===== src/rtl/usb_proto_pkg.sv =====
// Shared definitions for the USB status/response path: packet constants,
// response FSM state encoding and the layout of the settings word (W2).
// Optional feature macro: USB_STATUS_CHECKSUM_EN (adds checksum word W4).
package usb_proto_pkg;

  localparam logic [15:0] HEADER_DEFAULT          = 16'hAA55;
  localparam logic [15:0] STATUS_REQ_CODE_DEFAULT = 16'hD000;

  localparam int PKT_LEN_BASE = 4;
  localparam int PKT_LEN_CSUM = 5;

  // Response FSM states; the checksum state exists only when compiled in.
  typedef enum logic [2:0] {
    ST_IDLE,
    ST_LOAD,
    ST_W0,
    ST_W1,
    ST_W2,
    ST_W3
`ifdef USB_STATUS_CHECKSUM_EN
    ,ST_W4
`endif
  } state_t;

  // Field positions inside W2 (settings word).
  localparam int W2_LED_LSB = 12;
  localparam int W2_AVG_LSB = 4;
  localparam int W2_CH_LSB  = 0;

  // Build W2 = {LED, 4'h0, 2'b00, avg, 2'b00, channel}.
  function automatic logic [15:0] pack_w2(input logic [3:0] led,
                                          input logic [1:0] avg,
                                          input logic [1:0] ch);
    logic [15:0] w;
    w = 16'h0000;
    w[W2_LED_LSB +: 4] = led;
    w[W2_AVG_LSB +: 2] = avg;
    w[W2_CH_LSB  +: 2] = ch;
    return w;
  endfunction

endpackage


===== src/rtl/usb_resp_queue.sv =====
// Request slots for the status transmitter: a one-deep command slot, a sticky
// status flag and a saturating drop counter. Commands beat status requests.
//
// Handshake: req_valid is high while any slot is pending; req_is_cmd/req_word
// describe the winning request. A one-cycle req_take consumes that request on
// the next edge. A request arriving on the same edge as its slot is consumed
// becomes the new pending entry.
module usb_resp_queue
  import usb_proto_pkg::*;
(
  input  logic        clk,
  input  logic        reset,
  input  logic        in_cmd_valid,
  input  logic [15:0] in_cmd_word,
  input  logic        in_status_req,
  input  logic        req_take,
  output logic        req_valid,
  output logic        req_is_cmd,
  output logic [15:0] req_word,
  output logic [7:0]  drop_cnt
);

  logic        cmd_pending;
  logic [15:0] cmd_word;
  logic        stat_pending;
  logic        take_cmd;
  logic        take_stat;

  assign req_valid  = cmd_pending | stat_pending;
  assign req_is_cmd = cmd_pending;
  assign req_word   = cmd_word;
  assign take_cmd   = req_take & cmd_pending;
  assign take_stat  = req_take & ~cmd_pending & stat_pending;

  // Command slot and drop counter: a new command lands if the slot is free or
  // being consumed this edge, otherwise it is counted as a drop.
  always_ff @(posedge clk or posedge reset) begin
    if (reset) begin
      cmd_pending <= 1'b0;
      cmd_word    <= 16'h0000;
      drop_cnt    <= 8'h00;
    end else if (in_cmd_valid) begin
      if (!cmd_pending || take_cmd) begin
        cmd_pending <= 1'b1;
        cmd_word    <= in_cmd_word;
      end else if (drop_cnt != 8'hFF) begin
        drop_cnt <= drop_cnt + 8'd1;
      end
    end else if (take_cmd) begin
      cmd_pending <= 1'b0;
    end
  end

  // Status flag: repeated requests merge; a new request wins over a take.
  always_ff @(posedge clk or posedge reset) begin
    if (reset) begin
      stat_pending <= 1'b0;
    end else if (in_status_req) begin
      stat_pending <= 1'b1;
    end else if (take_stat) begin
      stat_pending <= 1'b0;
    end
  end

endmodule


===== src/rtl/usb_status_transmitter.sv =====
// Builds fixed-format response packets (header, echo, settings, seq/drops and
// optionally a checksum) and writes them word-by-word into the USB IN FIFO,
// stalling while the FIFO reports almost-full.
// Optional feature macro: USB_STATUS_CHECKSUM_EN (appends W4 = W1^W2^W3).
//
// Handshake: out_to_usb_wr_en high for one cycle means out_to_usb_data holds
// one packet word; the FIFO full flag is sampled one edge before the write
// appears, so the FIFO must assert it with at least one word of slack.
module usb_status_transmitter
  import usb_proto_pkg::*;
#(
  parameter logic [15:0] HEADER          = HEADER_DEFAULT,
  parameter logic [15:0] STATUS_REQ_CODE = STATUS_REQ_CODE_DEFAULT
) (
  input  logic        clk,
  input  logic        reset,
  input  logic        in_cmd_valid,
  input  logic [15:0] in_cmd_word,
  input  logic        in_status_req,
  input  logic [1:0]  Channel_Select,
  input  logic [1:0]  in_average_points,
  input  logic [3:0]  LED,
  input  logic        in_from_usb_fifo_full,
  output logic [15:0] out_to_usb_data,
  output logic        out_to_usb_wr_en,
  output logic        out_busy
);

  state_t      state;
  logic        req_valid;
  logic        req_is_cmd;
  logic [15:0] req_word;
  logic [7:0]  drop_cnt;
  logic        req_take;
  logic [15:0] w1_q;
  logic [15:0] w2_q;
  logic [15:0] w3_q;
  logic [7:0]  seq;

  // The queue's slot is consumed on the edge leaving LOAD, after the snapshot.
  assign req_take = (state == ST_LOAD);

  usb_resp_queue u_queue (
    .clk           (clk),
    .reset         (reset),
    .in_cmd_valid  (in_cmd_valid),
    .in_cmd_word   (in_cmd_word),
    .in_status_req (in_status_req),
    .req_take      (req_take),
    .req_valid     (req_valid),
    .req_is_cmd    (req_is_cmd),
    .req_word      (req_word),
    .drop_cnt      (drop_cnt)
  );

  // Packet FSM with registered outputs; each word state writes only when the
  // FIFO is not full, otherwise it holds with the strobe low.
  always_ff @(posedge clk or posedge reset) begin
    if (reset) begin
      state            <= ST_IDLE;
      out_to_usb_data  <= 16'h0000;
      out_to_usb_wr_en <= 1'b0;
      out_busy         <= 1'b0;
      w1_q             <= 16'h0000;
      w2_q             <= 16'h0000;
      w3_q             <= 16'h0000;
      seq              <= 8'h00;
    end else begin
      out_to_usb_wr_en <= 1'b0;
      case (state)
        ST_IDLE: begin
          // Incoming pulses are looked at directly so LOAD follows the
          // request edge without an extra cycle.
          if (req_valid || in_cmd_valid || in_status_req) begin
            state    <= ST_LOAD;
            out_busy <= 1'b1;
          end
        end
        ST_LOAD: begin
          w1_q  <= req_is_cmd ? req_word : STATUS_REQ_CODE;
          w2_q  <= pack_w2(LED, in_average_points, Channel_Select);
          w3_q  <= {seq, drop_cnt};
          state <= ST_W0;
        end
        ST_W0: begin
          if (!in_from_usb_fifo_full) begin
            out_to_usb_wr_en <= 1'b1;
            out_to_usb_data  <= HEADER;
            state            <= ST_W1;
          end
        end
        ST_W1: begin
          if (!in_from_usb_fifo_full) begin
            out_to_usb_wr_en <= 1'b1;
            out_to_usb_data  <= w1_q;
            state            <= ST_W2;
          end
        end
        ST_W2: begin
          if (!in_from_usb_fifo_full) begin
            out_to_usb_wr_en <= 1'b1;
            out_to_usb_data  <= w2_q;
            state            <= ST_W3;
          end
        end
        ST_W3: begin
          if (!in_from_usb_fifo_full) begin
            out_to_usb_wr_en <= 1'b1;
            out_to_usb_data  <= w3_q;
`ifdef USB_STATUS_CHECKSUM_EN
            state            <= ST_W4;
`else
            state            <= ST_IDLE;
            out_busy         <= 1'b0;
            seq              <= seq + 8'd1;
`endif
          end
        end
`ifdef USB_STATUS_CHECKSUM_EN
        ST_W4: begin
          if (!in_from_usb_fifo_full) begin
            out_to_usb_wr_en <= 1'b1;
            out_to_usb_data  <= w1_q ^ w2_q ^ w3_q;
            state            <= ST_IDLE;
            out_busy         <= 1'b0;
            seq              <= seq + 8'd1;
          end
        end
`endif
        default: begin
          state <= ST_IDLE;
        end
      endcase
    end
  end

endmodule

===== config.mk =====
export PLATFORM = sky130hd
export DESIGN_NAME = usb_status_transmitter
export DESIGN_NICKNAME = d
export VERILOG_FILES = /design/src/rtl/usb_proto_pkg.sv /design/src/rtl/usb_resp_queue.sv /design/src/rtl/usb_status_transmitter.sv
export SDC_FILE = /design/constraint.sdc
export NUM_CORES = 1
export LEC_CHECK = 0
export CORE_MARGIN = 10
export CORE_UTILIZATION = 30
export CTS_CLUSTER_DIAMETER = 150
export DETAILED_ROUTE_END_ITERATION = 12
export PLACE_DENSITY = 0.47
export SLEW_MARGIN = 15
export SYNTH_ARGS = -nofsm -noshare
export SYNTH_HDL_FRONTEND = slang
export SYNTH_SLANG_ARGS = --single-unit

===== constraint.sdc =====
create_clock -name clk -period 4.25 [get_ports clk]
set_clock_uncertainty 0.2 [all_clocks]
set_input_delay 0.6375 -clock clk [delete_from_list [all_inputs] [get_ports clk]]
set_output_delay 0.6375 -clock clk [all_outputs]
set_load 0.1 [all_outputs]

After elaboration in Yosys (flattened, before gate mapping)
Cells that the tools add are included.
- register bits after elaboration: 95
- output and inout bits: 18
- word-level logic and storage cells: 72
- add/sub/neg operators: 2
- eq/ne operators: 12
- multiplexer cells: 22
- bitwise logic cells: 7
- reductions and logical operators: 17
- operator list (operator ; number):
    16-bit two-way mux ; 5
    16-bit one-hot mux with 4 select lines ; 1
    3-bit one-hot mux with 6 select lines ; 1
    8-bit by 1-bit adder with 8-bit output (second input constant) ; 2
    3-bit two-way mux ; 5
    2-bit != test (second input constant) ; 5
    5-bit AND reduction ; 2
    1-bit two-way mux ; 9
    8-bit != test (second input constant) ; 1
    3-bit by 2-bit == test with 1-bit output (second input constant) ; 2
    3-bit == test (second input constant) ; 2
    2-bit AND reduction ; 3
    3-bit AND reduction ; 2
    2-bit nonzero test ; 3
    4-bit nonzero test ; 1
    4-bit OR reduction ; 1
    1-bit bitwise AND ; 3
    3-bit by 1-bit == test with 1-bit output (second input constant) ; 1
    3-bit logical NOT ; 1
    1-bit logical OR ; 3
    1-bit inverter ; 3
    2-bit by 1-bit != test with 1-bit output (second input constant) ; 1
    1-bit one-hot mux with 2 select lines ; 1
    1-bit logical NOT ; 1
    1-bit bitwise OR ; 1

Logic depth before layout (Yosys ltp)
- word-level depth: 5
- mapped depth: 7
- mapped depth without buffers: 5

Hierarchy
From an unflattened synthesis, not the netlist that was laid out.
- cells, all modules: 397
- area total of the unflattened synthesis: 4232.8 um2
- by module, submodules not included (module ; instances ; cells an instance ; area each (um2) ; seq. area each (um2)):
    usb_status_transmitter ; 1 ; 317 ; 3143.0 ; 1726.7
    usb_resp_queue ; 1 ; 80 ; 1089.8 ; 650.6

Worst setup path before layout
Ideal clock, no wire load.
- path kind: input to register
- from: input in_from_usb_fifo_full
- to: register seq[1]
- library setup time: 0.125 ns
- arrival: 1.626 ns
- required time: 3.925 ns
- slack: 2.299 ns
- stages: 4
- path buffers: 1
- cell sequence: nand2b_1 > clkbuf_1 > nor2_1 > mux2_2
- cells in the longest elaborated chain, start to end: 2
- RTL lines (item ; RTL line ; text):
    from (decl) ; usb_status_transmitter.sv:23 ; input logic in_from_usb_fifo_full,
    1-bit inverter (no line) ; -- ;
    2-bit AND reduction (no line) ; -- ;
    to (signal assigned) ; usb_status_transmitter.sv:115 ; seq <= seq + 8'd1;
    to (decl) ; usb_status_transmitter.sv:38 ; logic [7:0] seq;
No other way between the ends.
A chain may end at the register's enable or synchronous reset.

Worst setup path after layout
- from: register out_to_usb_data[13]
- to: output out_to_usb_data[13]
- RTL lines (item ; RTL line ; text):
    from (decl) ; usb_status_transmitter.sv:24 ; output logic [15:0] out_to_usb_data,
    from (signal assigned) ; usb_status_transmitter.sv:95 ; out_to_usb_data <= w1_q;
    from (signal assigned) ; usb_status_transmitter.sv:102 ; out_to_usb_data <= w2_q;
    from (signal assigned) ; usb_status_transmitter.sv:109 ; out_to_usb_data <= w3_q;
No word-level cell between the ends.

==> results.yml <==
worst_hold_path:
  min_path_cells: 2
  worst_hold_path_type: "reg2reg"
  min_delay_worst_endpoint: "w3_q[8]"
  hold_path_startpoint: "w3_q[8]"
yosys:
  yosys_warnings: 0
  ys_dominant_reg_cell: "dfrtp_1"
  complex_gate_fraction_of_the_synthesized_area_pct: 9.97
  yosysUniqueCellTypes: 41
  synth.yosys.seq_area_share_pct: 58.1
  main_combinational_cell_family_by_area_after_synthesis: "simple AND/OR/NAND/NOR gates"
  syn_avg_cell_area_sq_um: 10.4
  simple_gate_portion_of_the_synthesized_area_pct: 17.6
  syn-num-nets: 425
  count_of_flip_flops_with_a_built_in_enable_after_synthesis: 0
  yosys_reg_bits: 95
  async_reset_ff_share_pct: 100
  arithmetic_cell_share_of_the_synthesized_area_counting_full_adders_half_adders_and_majority_gates_pct: 0.611
  synth_top_area_share_pct: 58.1
  syn-cell-area_sq_mm: 0.00409
  syn-instance-count: 394
  synth.area.top_cells: "dfrtp_1, nand2_1, mux2_4"
  synth_xor_xnor_area_share_pct: 2.35
  netlist.top_cell.by_area: "dfrtp_1"
  synth.mux.area_fraction_pct: 7.95
sta:
  setup_tns_ps: 0
  finalMaxSlewViolations: 0
  fmax_mhz: 364
  worst_slew_margin_relative_to_its_limit_pct: 34.1
  finalSetupViolCount: 0
  rsz0062_at_grt: "no"
  timing.final.crit_share_pct: 64.6
  worst_pin_slew_ps: 985
  finalHoldViolations: 0
  timing.final.crit_period_ps: 2740
cts:
  cts.repair.resized: 0
  cts_buffers: 9
  cts.root.buffer_cell: "clkbuf_16"
  htree_levels: 3
  clock_latency_late_sink_ps: 340
  post_cts_hold_buffer_count: 0
  cts_num_sinks: 95
  cts_tree: "done"
  post_cts_buffers: 0
  cts.clk_slew.worst_paths_ps: 60
  cts_max_path_buffers: 2
critical_path:
  regToRegSetupSlack_ps: 1800
  cpMaxStageDelayCell: "clkdlybuf4s50_1"
  critPathTopFamily: "buffers and inverters"
  critical_path_s_largest_stage_delay_ps: 1160
  worst_case_reg_to_reg_path_depth: 4
  setup.worst_path.start_class: "flop"
  number_of_cells_on_the_critical_path: 1
  crit-reg2reg-capture: "u_queue.drop_cnt[5]"
  timing.critical_path.fanout_max: 3
  critPathRequiredTime_ps: 3410
  cp_cell_instances: "clkdlybuf4s50_1"
  timing.rr.start: "state[0]"
  worstSetupEndpointType: "primary output"
  cp_num_buf_inv: 1
  critPathArrivalTime_ps: 1910
  critPathKind: "reg2out"
pwr:
  pwr_density_cell_mw_per_mm2: 832
  p_leak_uw: 0.00230
  overall_power_of_the_completed_layout_uw: 4190
  peakVddDrop_mv: 0.266
cells_and_area:
  mostFrequentLayoutCells: "nand2_1, dfrtp_1, clkdlybuf4s50_1"
  design.final.nets: 466
  drive_above_1_share_pct: 10.7
  layout_commonest_cell: "nand2_1"
  layout-area-overhead-vs-synth_pct: 23.0
  antenna-diode-count: 0
global_route:
  overflow: 0
  initial_antenna_violation_count: 0
  via_count_of_the_first_global_routing_pass: 2987
  gr_busiest_metal: "met2"
  met3_usage_pct: 4.00
  grt_start_max_net_pins: 52
  globalRouteMet1Util_pct: 14.7
  grt_pass1_wl_mm: 16.0
  groute.usage.overall_pct: 11.0
  use_met2_pct: 16.4
drt:
  first_iter_violations: 165
  route.final.wire_length_mm: 9.56
  ant_nets: 0
  post-route-drc-count: 0
  drt_first_pass_iters: 4
  avgRoutedWirePerCell_um: 15.5
  detail_route.vias_per_cell: 4.63
  vias: 2854
outcome:
  outcome: "completed"
floorplan:
  fp.coreArea_sq_mm: 0.0133
  die_width_um: 137
  start_util_pct: 30.8
  top_level_ports: 47
  dieHeight_um: 137
  floorplan.die_area_sq_mm: 0.0187
  floorplan.rows: 42
job:
  cap_viol_max_count: 0
place:
  place.gp.congestion: 0.775
  place.port_buffers: 46
  place_hpwl_mm: 6.95
==> worst min-delay path, stage by stage, from the launching register on <==
cell	delay, ps
dfrtp_1	340
nand2_1	50
nand2_1	60
==> metrics by stage <==
stage | hold WS (ps) | instance area [sq um] | worst slack [ps] | std cells | utilization, %
detailed placement | 263 | 4710 | 1270 | 600 | 35.4
floorplan | 238 | 4090 | 935 | 394 | -
global placement | 261 | 4710 | 1290 | 600 | 35.4
CTS | 279 | 5030 | 1450 | 616 | 37.9
global route | 297 | 5030 | 1430 | 616 | 37.9
finish | 278 | 5030 | 1510 | 616 | 37.9
==> how the worst max path moves through the flow <==
stage                          start                  end  slack [ps]
2_1_floorplan                  reset             out_busy         940
3_3_place_gp   in_from_usb_fifo_full               seq[1]        1290
3_5_place_dp   in_from_usb_fifo_full               seq[1]        1270
4_1_cts           out_to_usb_data[5]   out_to_usb_data[5]        1450
5_1_grt           out_to_usb_data[3]   out_to_usb_data[3]        1430
6_report         out_to_usb_data[13]  out_to_usb_data[13]        1510
==> per-layer routing <==
layer	part of all wire, %	routed length (um)
met1	48	4580
met2	44	4200
met4	1.0	97
met3	7.1	683
met5	0	0
==> state kept, by name, indices dropped and copies added (netlist names) <==
register,flops
out_busy,1
out_to_usb_data,16
out_to_usb_wr_en,1
seq,8
state,3
u_queue.drop_cnt,8
u_queue.req_is_cmd,1
u_queue.req_word,16
u_queue.stat_pending,1
w1_q,16
w2_q,8
w3_q,16
==> cell families after synthesis <==
family          Yosys count
compound gates           62
flops                    95
mux                      26
fa+ha+maj                 2
buf+inv                  30
simple gates            168
xor+xnor                 11
==> cell type report <==
| cell class | instances | area, sq um |
|---|---|---|
| fillers | 1337 | 8260 |
| flip-flops and latches | 95 | 2380 |
| multi-input cells | 269 | 1580 |
| repair buffers | 51 | 498 |
| clock buffers | 11 | 243 |
| well taps | 176 | 220 |
| clock inverters | 5 | 81.3 |
| inverters | 9 | 35.0 |
==> synthesized netlist by cell type, types with 4 or more instances <==
master and count:
nand2b_1 7, nor2_1 19, mux2i_1 4, xnor2_1 8, mux2_4 10, clkbuf_1 14
inv_1 9, a22oi_1 8, dfrtp_1 95, mux2_2 12, nand2_1 119, nand4_1 6
o21ai_0 27
==> power breakdown <==
part / internal [uW] / leakage [uW] / switching [uW]
logic: 597 / 0.000965 / 1130
clock network: 532 / 0.000156 / 337
registers: 1260 / 0.00118 / 329
Note: power is estimated with default switching activity, not from simulation.
